File: src/rtl/params.sv
// Core-wide sizing parameters shared by the out-of-order back end.
package params;
  localparam int          ROB_WIDTH = 4;
  localparam int unsigned ROB_SIZE  = 1 << ROB_WIDTH;
endpackage

File: src/rtl/rv32i_types.sv
// RV32I encodings and branch-unit types shared across the core.
package rv32i_types;
  typedef enum logic [6:0] {
    op_b_br   = 7'b1100011,
    op_b_jal  = 7'b1101111,
    op_b_jalr = 7'b1100111
  } rv32i_opcode_t;

  typedef enum logic [2:0] {
    beq  = 3'b000,
    bne  = 3'b001,
    blt  = 3'b100,
    bge  = 3'b101,
    bltu = 3'b110,
    bgeu = 3'b111
  } branch_funct3_t;

  typedef struct packed {
    logic        valid;
    logic        taken;
    logic        mis;
    logic [31:0] target;
    logic [31:0] next_pc;
  } br_outcome_t;

  typedef enum logic {RUN, FLUSH} bru_state_t;
endpackage

File: src/rtl/branch_cmp.sv
// Combinational conditional-branch comparator selected by funct3.
module branch_cmp
  import rv32i_types::*;
(
  input  logic [2:0]  funct3,
  input  logic [31:0] a,
  input  logic [31:0] b,
  output logic        taken
);
  always_comb begin
    taken = 1'b0;
    case (funct3)
      beq:     taken = (a == b);
      bne:     taken = (a != b);
      blt:     taken = ($signed(a) <  $signed(b));
      bge:     taken = ($signed(a) >= $signed(b));
      bltu:    taken = (a <  b);
      bgeu:    taken = (a >= b);
      default: taken = 1'b0;
    endcase
  end
endmodule

File: src/rtl/branch_resolve_unit.sv
// Branch execute stage, ROB-indexed outcome table and in-order resolve/redirect.
module branch_resolve_unit
  import params::*;
  import rv32i_types::*;
(
  input  logic                 clk,
  input  logic                 rst,
  input  logic                 iss_valid,
  input  logic [ROB_WIDTH-1:0] iss_rob_id,
  input  logic [6:0]           iss_opcode,
  input  logic [2:0]           iss_funct3,
  input  logic [31:0]          iss_rs1_v,
  input  logic [31:0]          iss_rs2_v,
  input  logic [31:0]          iss_pc,
  input  logic [31:0]          iss_imm,
  input  logic                 iss_pred_taken,
  input  logic [31:0]          iss_pred_target,
  output logic                 wb_valid,
  output logic [ROB_WIDTH-1:0] wb_rob_id,
  output logic [31:0]          wb_data,
  input  logic [ROB_WIDTH-1:0] head_rob_id,
  output logic                 br_ready,
  input  logic                 commit_br,
  output logic                 resolve_en,
  output logic                 mispredict,
  output logic [ROB_WIDTH-1:0] resolve_rob_id,
  output logic [31:0]          actual_target,
  output logic [31:0]          redirect_pc
);
  bru_state_t state_q, state_d;
  logic flush, commit_ok;

  logic        cmp_taken, iss_link, iss_jalr, iss_taken;
  logic [31:0] iss_target;
  br_outcome_t iss_out;

  logic                 e_valid, e_link;
  logic [ROB_WIDTH-1:0] e_rob_id;
  br_outcome_t          e_out;

  br_outcome_t outcome_q [ROB_SIZE];
  br_outcome_t head_entry;

  branch_cmp u_cmp (
    .funct3 (iss_funct3),
    .a      (iss_rs1_v),
    .b      (iss_rs2_v),
    .taken  (cmp_taken)
  );

  always_comb begin
    iss_jalr   = (iss_opcode == op_b_jalr);
    iss_link   = (iss_opcode == op_b_jal) || iss_jalr;
    iss_taken  = iss_link || ((iss_opcode == op_b_br) && cmp_taken);
    iss_target = iss_jalr ? ((iss_rs1_v + iss_imm) & ~32'd1) : (iss_pc + iss_imm);
    iss_out.valid   = 1'b1;
    iss_out.taken   = iss_taken;
    iss_out.target  = iss_target;
    iss_out.next_pc = iss_pc + 32'd4;
    iss_out.mis     = (iss_taken != iss_pred_taken) ||
                      (iss_taken && (iss_target != iss_pred_target));
  end

  always_ff @(posedge clk) begin
    if (rst) state_q <= RUN;
    else     state_q <= state_d;
  end

  always_comb begin
    state_d = state_q;
    case (state_q)
      RUN:     if (mispredict) state_d = FLUSH;
      FLUSH:   state_d = RUN;
      default: state_d = RUN;
    endcase
  end

  always_comb begin
    flush     = (state_q == FLUSH);
    commit_ok = commit_br && (state_q == RUN);
  end

  // Issues in the cycle the mispredict pulse is visible are already wrong-path.
  always_ff @(posedge clk) begin
    if (rst || flush) begin
      e_valid  <= 1'b0;
      e_link   <= 1'b0;
      e_rob_id <= '0;
      e_out    <= '0;
    end else begin
      e_valid <= iss_valid && !mispredict;
      if (iss_valid) begin
        e_link   <= iss_link;
        e_rob_id <= iss_rob_id;
        e_out    <= iss_out;
      end
    end
  end

  always_comb begin
    wb_valid  = e_valid && e_link;
    wb_rob_id = e_rob_id;
    wb_data   = e_out.next_pc;
  end

  always_ff @(posedge clk) begin
    if (rst || flush) begin
      for (int unsigned i = 0; i < ROB_SIZE; i++) outcome_q[i].valid <= 1'b0;
    end else begin
      if (e_valid)   outcome_q[e_rob_id]          <= e_out;
      if (commit_ok) outcome_q[head_rob_id].valid <= 1'b0;
    end
  end

  always_comb begin
    head_entry = outcome_q[head_rob_id];
    br_ready   = head_entry.valid;
  end

  always_ff @(posedge clk) begin
    if (rst) begin
      resolve_en     <= 1'b0;
      mispredict     <= 1'b0;
      resolve_rob_id <= '0;
      actual_target  <= '0;
      redirect_pc    <= '0;
    end else begin
      resolve_en <= commit_ok;
      mispredict <= commit_ok && head_entry.mis;
      if (commit_ok) begin
        resolve_rob_id <= head_rob_id;
        actual_target  <= head_entry.target;
        redirect_pc    <= head_entry.taken ? head_entry.target : head_entry.next_pc;
      end
    end
  end
endmodule

File: config.mk
export PLATFORM = sky130hd
export DESIGN_NAME = branch_resolve_unit
export DESIGN_NICKNAME = d
export VERILOG_FILES = /design/src/rtl/params.sv /design/src/rtl/rv32i_types.sv /design/src/rtl/branch_cmp.sv /design/src/rtl/branch_resolve_unit.sv
export SDC_FILE = /design/constraint.sdc
export NUM_CORES = 2
export LEC_CHECK = 0
export CAP_MARGIN = 20
export CORE_UTILIZATION = 54
export DETAILED_ROUTE_END_ITERATION = 8
export PLACE_DENSITY = 0.76
export SLEW_MARGIN = 20
export SYNTH_ARGS = -nofsm -noshare
export SYNTH_HDL_FRONTEND = slang
export SYNTH_SLANG_ARGS = --single-unit
File: constraint.sdc
create_clock -name clk -period 4.9 [get_ports clk]
set_input_delay 0.98 -clock clk [delete_from_list [all_inputs] [get_ports clk]]
set_output_delay 0.98 -clock clk [all_outputs]
set_load 0.03 [all_outputs]
==> flow_summary.yaml <==
route:
  dr.pass1.iters: 5
  drt-initial-drc-count: 3585
  vias: 31310
  wl_mm: 153.6
  ant_nets: 0
  drc: 0
  avgRoutedWirePerCell_um: 31.77
  via_per_inst: 6.477
floorplan:
  start_util_pct: 54.45
  io_pins: 291
  core_um2: 94870
  dieArea_um2: 96900
  num_rows: 113
  die_x_um: 311.3
  die-height_um: 311.3
sta:
  rsz0062_at_grt: "false"
  skew_ns: 0.03704
  tightest_slew_ns: 1.168
  slew_viol_final: 0
  finalHoldViolCount: 0
  min_period_ns: 4.453
  final-setup-viol-count: 0
  finalCritPeriodShare_pct: 90.88
  fmax_ghz: 0.2246
  fin_tns_setup_ns: 0
  hold_ws_ns: 0.4522
  relSlewSlack_pct: 22.16
cells_and_area:
  drive_gt1_share_pct: 22.46
  final_common_cell: "edfxtp_1"
  final_cell_mix: "1056 x edfxtp_1, 335 x mux4_2, 284 x clkdlybuf4s50_1"
  syn_to_final_growth_pct: 18.58
  finalNonFillerCells: 4834
  fin_area_um2: 61260
  final_nets: 3747
  utilization_pct: 64.57
cts:
  ctsResizeCount: 0
  cts_made_buffers: 112
  cts_sinks: 1216
  postCtsSetupRepairBufs: 0
  clk_latency_ns: 0.71
  cts_tree: "yes"
  cts-hold-fix-buffers: 0
  clockRootBuffer: "clkbuf_16"
  h-tree-depth: 3
  clk_path_buf_depth: 3
  clk_pin_slew_ns: 0.06
setup_path:
  r2r_cells: 7
  crit_arrival_ns: 5.02
  r2r_end: "outcome_q[8][66]$_SDFFE_PP0P_"
  crit_type: "input port to flop"
  reg2reg_slack_ns: 1.72
  worst_setup_path_start_kind: "input port"
  end_kind: "flop"
  r2r-start: "flush$_SDFF_PP0_"
  required_ns: 5.47
  crit_fanout: 4
global_routing:
  grt_antenna_before_repair: 5
  met3_usage_pct: 5.843
  use_met2_pct: 51.51
  grtUsageMet1_pct: 41.70
  grt_pass1_vias: 31620
  grt_usage_pct: 31.75
  grt_pass1_wl_mm: 218.3
  grt_max_degree: 102
  gr-total-overflow: 0
  busiest_layer: "met2"
placement:
  place_inst: 4619
  port_buffers: 290
  dp_hpwl_mm: 98.05
  placed_cell_area_um2: 57400
  place.gp.congestion: 0.9899
logic_synthesis:
  ys.flop_type: "edfxtp_1"
  synth_warnings: 0
  ys_seq_area_share_pct: 67.59
  ys_async_sr_fraction_pct: 0
  yosysUniqueCellTypes: 83
  syn-cell-area_um2: 51660
  syn_avg_cell_area_um2: 17.08
  synth-edff-count: 1056
  synth_seq_cells: 1216
  synth_nets: 3304
  synth_cells: 3025
status:
  status: "finished clean"
power:
  leakagePower_nw: 20.90
  irDropWorstVdd_mv: 0.3432
  power.density_nw_per_um2: 381.1
min_path:
  hp-start: "actual_target[31]$_SDFFE_PP0P_"
  hold_end: "actual_target[31]$_SDFFE_PP0P_"
  hold_path.class: "flop to flop"
  min_path_cells: 2
job:
  drv_cap: 0
==> metal layers <==
| layer | up-vias | routed length, um | part of all wire (%) |
|---|---|---|---|
| li1 | 12950 | - | - |
| met1 | 15960 | 56920 | 37 |
| met2 | 2069 | 74010 | 48 |
| met4 | 6 | 7633 | 5.0 |
| met5 | - | 32 | 0.021 |
| met3 | 324 | 14970 | 9.8 |
==> cell type report <==
class	instances	area, um2
antenna	2	5.005
clock buffer	148	3134
clock inverter	65	720.7
fill	6263	33610
inverter	58	217.7
multi-input combinational	1560	15820
sequential	1216	34910
tap	1265	1583
timing repair buffer	520	4865
==> worst max path at each step <==
stage,cells after the start,slack (ns),start,to
after floorplan,8,-0.19,rst,outcome_q[8][66]$_SDFFE_PP0P_
after global placement,17,-0.22,iss_pc[8],e_out[64]$_SDFFE_PP0P_
after global routing,15,0.28,iss_pc[0],e_out[64]$_SDFFE_PP0P_
final,16,0.45,iss_pc[14],e_out[64]$_SDFFE_PP0P_
after CTS,16,0.52,iss_pc[14],e_out[64]$_SDFFE_PP0P_
after detailed placement,16,-0.17,iss_pc[14],e_out[64]$_SDFFE_PP0P_
==> power breakdown <==
| part | total [mW] | switching [mW] | internal (mW) | leakage, nW |
|---|---|---|---|---|
| clock network | 8.99 | 3.87 | 5.12 | 1.89 |
| logic | 2.59 | 1.45 | 1.14 | 8.05 |
| registers | 11.8 | 0.289 | 11.5 | 11.0 |
==> registers in the layout (all words and copies together) (netlist names) <==
| signal | cells |
|---|---|
| actual_target | 32 |
| e_link | 1 |
| e_out | 35 |
| e_valid | 1 |
| flush | 1 |
| mispredict | 1 |
| outcome_q | 1072 |
| redirect_pc | 32 |
| resolve_en | 1 |
| resolve_rob_id | 4 |
| wb_data | 32 |
| wb_rob_id | 4 |
==> worst max-delay path: stages <==
cell and delay, ns:
clkdlybuf4s50_1 0.55, ha_1 0.41, a21oi_1 0.21, o21bai_1 0.10
a2111oi_2 0.50, buf_4 0.20, buf_4 0.10, a211oi_1 0.08
nor2_1 0.29, o21ai_1 0.12, xor2_1 0.20, o21ai_0 0.61
xor2_1 0.19, nand4_1 0.10, nor4_1 0.29, o31ai_1 0.09
==> synthesized netlist by cell type (all sizes together) (12+ instances only) <==
master | count | area [um2]
o21ai | 62 | 314.0
mux4 | 335 | 7545
inv | 58 | 217.7
edfxtp | 1056 | 31710
a21oi | 143 | 726.9
nand4 | 26 | 162.7
dfxtp | 160 | 3203
nand2 | 165 | 619.3
nand3 | 40 | 200.2
ha | 94 | 1176
a211oi | 82 | 615.6
nor3 | 12 | 60.06
xor2 | 60 | 525.5
clkbuf | 110 | 412.9
nor2 | 185 | 694.4
nand2b | 13 | 81.33
xnor2 | 59 | 516.8
mux2i | 66 | 673.1
and3 | 17 | 106.4
a21o | 22 | 165.2
buf | 81 | 434.2
a31oi | 17 | 112.6
==> cells by family after synthesis <==
group,share of synthesized area (%)
xor+xnor,2.105
buf+inv,2.061
fa+ha+maj,2.354
mux,16.00
simple gates,4.653
flops,67.59
compound gates,5.244
==> metrics by stage <==
stage          power [mW]  worst slack [ns]
6_report            23.35            0.4471
5_1_grt             23.96            0.2834
4_1_cts             23.38            0.5205
3_5_place_dp        14.54           -0.1703
3_3_place_gp        14.48           -0.2215
2_1_floorplan       13.28           -0.1947
Note: power is estimated with default switching activity, not from simulation.
